===== src/rtl/npc_pkg.sv =====
// Shared types and defaults for the next-PC generator and its return-address stack.
package npc_pkg;

    localparam int ADDR_W_DEF    = 12;
    localparam int RAS_DEPTH_DEF = 4;

    // Which source drives pc_next this cycle; also consumed by trace/debug logic.
    typedef enum logic [2:0] {
        SEL_HOLD,
        SEL_RET,
        SEL_CALL,
        SEL_BRANCH,
        SEL_SEQ
    } npc_sel_t;

endpackage


===== src/rtl/next_pc_logic_ras_stack.sv =====
// Return-address stack: circular buffer with a write pointer and depth count.
// A push while full overwrites the oldest entry, so later pops only ever see the
// most recent DEPTH return addresses. A pop while empty changes nothing.
// overflow/underflow are single-cycle event strobes; stickiness lives in the parent.
module ras_stack
    import npc_pkg::*;
#(
    parameter int DEPTH = RAS_DEPTH_DEF,
    parameter int W     = ADDR_W_DEF
) (
    input  logic                   clk,
    input  logic                   reset,
    input  logic                   push,
    input  logic                   pop,
    input  logic [W-1:0]           push_data,
    output logic [W-1:0]           top,
    output logic [$clog2(DEPTH):0] depth,
    output logic                   full,
    output logic                   empty,
    output logic                   overflow,
    output logic                   underflow
);

    localparam int PTR_W = $clog2(DEPTH);

    logic [W-1:0]     mem_q [DEPTH];
    logic [PTR_W-1:0] ptr_q, ptr_d;
    logic [PTR_W:0]   depth_q, depth_d;

    assign full  = (depth_q == (PTR_W+1)'(DEPTH));
    assign empty = (depth_q == '0);
    assign depth = depth_q;
    // Pointer addresses the next free slot, so the top sits one below it.
    assign top   = mem_q[ptr_q - PTR_W'(1)];

    // Next pointer/depth and event strobes; pop takes precedence over push.
    always_comb begin
        ptr_d     = ptr_q;
        depth_d   = depth_q;
        overflow  = 1'b0;
        underflow = 1'b0;
        if (pop) begin
            if (empty) begin
                underflow = 1'b1;
            end else begin
                ptr_d   = ptr_q - PTR_W'(1);
                depth_d = depth_q - (PTR_W+1)'(1);
            end
        end else if (push) begin
            ptr_d = ptr_q + PTR_W'(1);
            if (full) begin
                overflow = 1'b1;
            end else begin
                depth_d = depth_q + (PTR_W+1)'(1);
            end
        end
    end

    // Pointer and depth registers; reset empties the stack.
    always_ff @(posedge clk) begin
        if (reset) begin
            ptr_q   <= '0;
            depth_q <= '0;
        end else begin
            ptr_q   <= ptr_d;
            depth_q <= depth_d;
        end
    end

    // Entry storage; contents need no reset because depth gates their use.
    always_ff @(posedge clk) begin
        if (push && !pop && !reset) begin
            mem_q[ptr_q] <= push_data;
        end
    end

endmodule


===== src/rtl/next_pc_logic.sv =====
// Next-PC generator: priority mux over stall/ret/call/branch/sequential plus the
// sticky RAS error flags. pc_next is combinational so the PC register loads it
// on the same edge.
// Build option: define NPC_REL_BRANCH_EN to treat branch_target as a signed
// offset from pc_cur; otherwise branch_target is absolute.
module next_pc_logic
    import npc_pkg::*;
#(
    parameter int ADDR_W    = ADDR_W_DEF,
    parameter int RAS_DEPTH = RAS_DEPTH_DEF
) (
    input  logic                       clk,
    input  logic                       reset,
    input  logic [ADDR_W-1:0]          pc_cur,
    input  logic                       stall,
    input  logic                       branch_taken,
    input  logic [ADDR_W-1:0]          branch_target,
    input  logic                       call,
    input  logic [ADDR_W-1:0]          call_target,
    input  logic                       ret,
    input  logic                       clear_flags,
    output logic [ADDR_W-1:0]          pc_next,
    output logic [$clog2(RAS_DEPTH):0] ras_depth,
    output logic                       ras_overflow,
    output logic                       ras_underflow
);

    npc_sel_t          sel;
    logic [ADDR_W-1:0] pc_inc;
    logic [ADDR_W-1:0] branch_dest;
    logic [ADDR_W-1:0] ras_top;
    logic              ras_full;
    logic              ras_empty;
    logic              ras_push;
    logic              ras_pop;
    logic              ras_ovf_evt;
    logic              ras_unf_evt;
    logic              ovf_q, ovf_d;
    logic              unf_q, unf_d;

    assign pc_inc = pc_cur + ADDR_W'(1);

`ifdef NPC_REL_BRANCH_EN
    assign branch_dest = pc_cur + branch_target;
`else
    assign branch_dest = branch_target;
`endif

    // Request priority: stall > ret > call > branch > sequential.
    always_comb begin
        sel = SEL_SEQ;
        if (stall)             sel = SEL_HOLD;
        else if (ret)          sel = SEL_RET;
        else if (call)         sel = SEL_CALL;
        else if (branch_taken) sel = SEL_BRANCH;
    end

    // Next-PC mux; a return on an empty stack falls through to the sequential PC.
    always_comb begin
        pc_next = pc_inc;
        if (reset) begin
            pc_next = '0;
        end else begin
            unique case (sel)
                SEL_HOLD:   pc_next = pc_cur;
                SEL_RET:    pc_next = ras_empty ? pc_inc : ras_top;
                SEL_CALL:   pc_next = call_target;
                SEL_BRANCH: pc_next = branch_dest;
                default:    pc_next = pc_inc;
            endcase
        end
    end

    assign ras_push = !reset && (sel == SEL_CALL);
    assign ras_pop  = !reset && (sel == SEL_RET);

    ras_stack #(
        .DEPTH (RAS_DEPTH),
        .W     (ADDR_W)
    ) u_ras (
        .clk       (clk),
        .reset     (reset),
        .push      (ras_push),
        .pop       (ras_pop),
        .push_data (pc_inc),
        .top       (ras_top),
        .depth     (ras_depth),
        .full      (ras_full),
        .empty     (ras_empty),
        .overflow  (ras_ovf_evt),
        .underflow (ras_unf_evt)
    );

    // Sticky flags: a new event beats a simultaneous clear.
    always_comb begin
        ovf_d = ras_ovf_evt | (ovf_q & ~clear_flags);
        unf_d = ras_unf_evt | (unf_q & ~clear_flags);
    end

    // Flag registers.
    always_ff @(posedge clk) begin
        if (reset) begin
            ovf_q <= 1'b0;
            unf_q <= 1'b0;
        end else begin
            ovf_q <= ovf_d;
            unf_q <= unf_d;
        end
    end

    assign ras_overflow  = ovf_q;
    assign ras_underflow = unf_q;

endmodule


===== config.mk =====
export PLATFORM = sky130hd
export DESIGN_NAME = next_pc_logic
export DESIGN_NICKNAME = d
export VERILOG_FILES = /design/src/rtl/npc_pkg.sv /design/src/rtl/next_pc_logic_ras_stack.sv /design/src/rtl/next_pc_logic.sv
export SDC_FILE = /design/constraint.sdc
export NUM_CORES = 1
export LEC_CHECK = 0
export BUFFER_PORTS_ARGS = -buffer_cell sky130_fd_sc_hd__clkbuf_2
export CORE_MARGIN = 4
export CORE_UTILIZATION = 23
export CTS_CLUSTER_SIZE = 10
export DETAILED_ROUTE_END_ITERATION = 16
export GPL_TIMING_DRIVEN = 0
export HOLD_SLACK_MARGIN = 0.05
export PLACE_DENSITY = 0.38
export SLEW_MARGIN = 5
export SYNTH_ARGS = -nofsm -noshare
export SYNTH_HDL_FRONTEND = slang
export SYNTH_SLANG_ARGS = --single-unit

===== constraint.sdc =====
create_clock -name clk -period 2.05 [get_ports clk]
set_clock_uncertainty 0.05 [all_clocks]
set_input_delay 0 -clock clk [delete_from_list [all_inputs] [get_ports clk]]
set_output_delay 0 -clock clk [all_outputs]
set_load 0.01 [all_outputs]

==> out/metrics.cfg <==
[logic_synthesis]
synth_ff_type = sky130_fd_sc_hd__edfxtp_1
post_synth_inst_count = 259
simple_gate_portion_of_the_synthesized_area_pct = 15.66
ys_seq_area_share_pct = 50.50
async_flop_share_pct = 0
synth.cell_area_sq_um = 3132
ys_top_cells_by_area = sky130_fd_sc_hd__edfxtp_1 (46%), sky130_fd_sc_hd__mux4_2 (5.0%), sky130_fd_sc_hd__dfxtp_1 (4.5%), sky130_fd_sc_hd__mux4_1 (4.2%), sky130_fd_sc_hd__nor2_1 (2.9%)
synthMostInstantiatedCell = sky130_fd_sc_hd__edfxtp_1
synth_xor_xnor_area_share_pct = 3.596
yosys_warnings = 0
post-synth-top-area-cell = sky130_fd_sc_hd__edfxtp_1
synth_edf_count = 48
syn_nets = 308
yosys.area.top_type_share_pct = 46.02
synth_compound_gate_area_share_pct = 13.06
synth_fa_ha_area_share_pct = 2.637
synthMuxAreaShare_pct = 9.549
yosys.cell_types.count = 51
ys_top_cells_by_count = sky130_fd_sc_hd__edfxtp_1 (48), sky130_fd_sc_hd__nor2_1 (24), sky130_fd_sc_hd__nand2_1 (23)
dominant_combinational_cell_family_by_area_after_synthesis = simple AND/OR/NAND/NOR gates
synth-seq-cells = 55
syn-mean-instance-area_sq_um = 12.09

[global_route]
first_pass_grt_wire_length_microns = 15680
grt_util_all_layers_pct = 13.20
antenna_violations_before_repair = 0
grt_overflow = 0
first_global_vias = 2528
grt_start_max_net_pins = 19

[floorplan]
die_y_microns = 124.7
initial_utilization_pct = 23.56
floorplan.rows = 42
core_area_sq_um = 13300
die_x_microns = 124.7
pin_count = 60
die-area_sq_um = 15550

[placement]
placement.io_buffers = 58
dp_hpwl_microns = 7474
routability_congestion_estimate_from_global_placement = 0.7814
dpl_cell_area_sq_um = 3714
numPlacedInstances = 495

[route]
wl_per_cell_microns = 20.52
route.final.wire_length_microns = 10470
detailedRoute.firstPassIterationCount = 4
ant_nets = 0
via_per_inst = 4.720
num_vias = 2407
drc = 0
detailedRoute.firstIterationViolations = 125

[sta]
worst-slew-pin-transition_ps = 1144
final-setup-viol-count = 10
count_of_endpoints_failing_hold_in_the_final_timing_report = 0
final_max_slew_viol_count = 0
grt_setup_unrepaired = yes
layout_worst_path_cycle_share_pct = 103.4
hold_slack_ps = 118.0
period_needed_ps = 2119
fmaxAchievable_ghz = 0.4719
relSlewSlack_pct = 23.12
worst_slack_ps = -68.97

[clocking]
cts.clk_slew.worst_paths_ps = 80
clock-sinks = 55
tritoncts.num_buffers = 5
worst_skew_pair.late_latency_ps = 290
clk_path_buf_depth = 2
ctsRootBufferMaster = sky130_fd_sc_hd__clkbuf_16
cts_htree_levels = 2
cts_tree = built

[status]
outcome = finished with violations
violations = negative setup slack

[flow_run]
max-cap-violations = 0

[power]
combPwrFrac_pct = 24.3
p_total_mw = 2.869
vdd.ir_drop.worst_uv = 351.6
p_leak_nw = 1.446
power.net_switching_mw = 0.8197
p_sw_share_pct = 28.57
powerDensity_nw_per_um2 = 710.5
power.share.clock_pct = 31.9
share_seq_of_total_power_pct = 43.9
p_int_mw = 2.049

[critical_path]
path_buf_inv = 4
max_stage_delay_ps = 370
critical_path_required_time_ps = 2000
destination_of_the_worst_register_to_register_timing_path = u_ras.mem_q[2][3]
reg2reg_setup_slack_ps = 140
depth_of_the_worst_register_to_register_path = 5
timing_worst_setup_path_type = reg2out
end_kind = primary output
critPathMostFrequentCell = sky130_fd_sc_hd__buf_12
cp_max_fo = 10
critical_path.startpoint_type = flop
worst_path_dominant_cell_family = buffers and inverters
chain_of_cells_forming_the_critical_path = buf_12 -> inv_8 -> ha_4 -> buf_12 -> mux4_1 -> a32oi_1 -> a311oi_1 -> clkbuf_2
critical-path-slowest-cell = sky130_fd_sc_hd__dfxtp_4
cp.arrival_ps = 2070
worst_r2r_startpoint = u_ras.ptr_q[0]

[worst_hold_path]
min_delay_worst_endpoint = u_ras.mem_q[2][11]
holdCritPathClass = in2reg
hold_path.startpoint = pc_cur[11]
worst_hold_path.num_cells = 2

[final_layout]
n_antenna_cell = 0
filler_cell_count = 1378
area_growth_syn_to_layout_pct = 28.93
finish.net_count = 382
layout-drive-gt1-share_pct = 40.72
area_of_all_placed_cells_without_fillers_sq_um = 4038
finalNonFillerCells = 510

## routing by layer
layer / vias to the layer above / part of all wire, % / global-route usage (%)
li1: 1138 / - / -
met1: 1214 / 45 / 17.90
met5: - / 0 / 0
met2: 51 / 50 / 22.46
met4: 0 / 0.75 / 2.450
met3: 4 / 4.3 / 2.058
## cells by family after synthesis
kind of cell             Yosys count
AO/OA/AOI/OAI                     53
buffers and inverters             34
AND/OR/NAND/NOR                   86
adder cells (fa/ha/maj)            6
multiplexers                      13
XOR/XNOR                          12
flip-flops                        55
## power groups by stage
| stage | logic, mW | registers, mW | clock network [mW] |
|---|---|---|---|
| CTS | 0.693 | 1.25 | 0.925 |
| global route | 0.755 | 1.26 | 0.987 |
| floorplan | 0.371 | 1.28 | 0 |
| finish | 0.696 | 1.26 | 0.915 |
| detailed placement | 0.599 | 1.28 | 0 |
| global placement | 0.591 | 1.28 | 0 |
## flip-flops by register name (all words and copies together), names as in the netlist
register / cells
ras_overflow: 1
u_ras.mem_q: 48
ras_underflow: 1
u_ras.depth: 3
u_ras.ptr_q: 2
## repair_timing
action / in CTS / in global routing
cloned: 0 / 0
setup buffers: 7 / 0
hold buffers: 1 / 0
pin swaps: 5 / 3
setup endpoints to repair: 38 / 12
resized for setup: 26 / 12
endpoints found under the hold margin: 2 / 0
## metrics by stage
step | TNS (ps) | setup slack [ps] | utilization [%]
after detailed placement | -8848 | -755.1 | 27.93
after CTS | -604.0 | -96.32 | 30.21
after global placement | -45360 | -1192 | 27.56
after global routing | -1346 | -145.6 | 30.37
after floorplan | 0 | 8.719 | -
final | -337.7 | -68.97 | 30.37
## how the worst max path moves through the flow
stage | from | end | depth (start not counted)
final | u_ras.ptr_q[0] | pc_next[6] | 8
after global routing | u_ras.ptr_q[0] | pc_next[1] | 10
after CTS | u_ras.ptr_q[0] | pc_next[11] | 9
after detailed placement | u_ras.ptr_q[0] | pc_next[1] | 10
after global placement | u_ras.ptr_q[0] | u_ras.mem_q[1][4] | 2
after floorplan | u_ras.ptr_q[0] | pc_next[1] | 9
## layout make-up
| class | instances | area [sq um] | area share [%] |
|---|---|---|---|
| Timing Repair Buffer | 68 | 382.9 | 9.482 |
| Multi-Input combinational cell | 170 | 1505 | 37.28 |
| Sequential cell | 55 | 1587 | 39.29 |
| Buffer | 15 | 108.9 | 2.696 |
| Clock buffer | 6 | 138.9 | 3.440 |
| Clock inverter | 2 | 20.02 | 0.4958 |
| Inverter | 18 | 75.07 | 1.859 |
| Tap cell | 176 | 220.2 | 5.454 |
## cell usage in the layout, fill, tap and decap left out, drive strengths merged, types with 5 or more instances in the layout
cell type  synthesis  layout
a21oi             11      11
a221oi             8       8
a222oi             5       5
buf               11      25
clkbuf             5      63
dfxtp              7       7
edfxtp            48      48
ha                 5       5
inv               18      19
mux4              12      12
nand2             23      23
nand2b             7       7
nand3              6       6
nor2              24      24
nor3               9       9
o21ai              9       9
xnor2              6       6
xor2               6       6
Note: power is estimated with default switching activity, not from simulation.
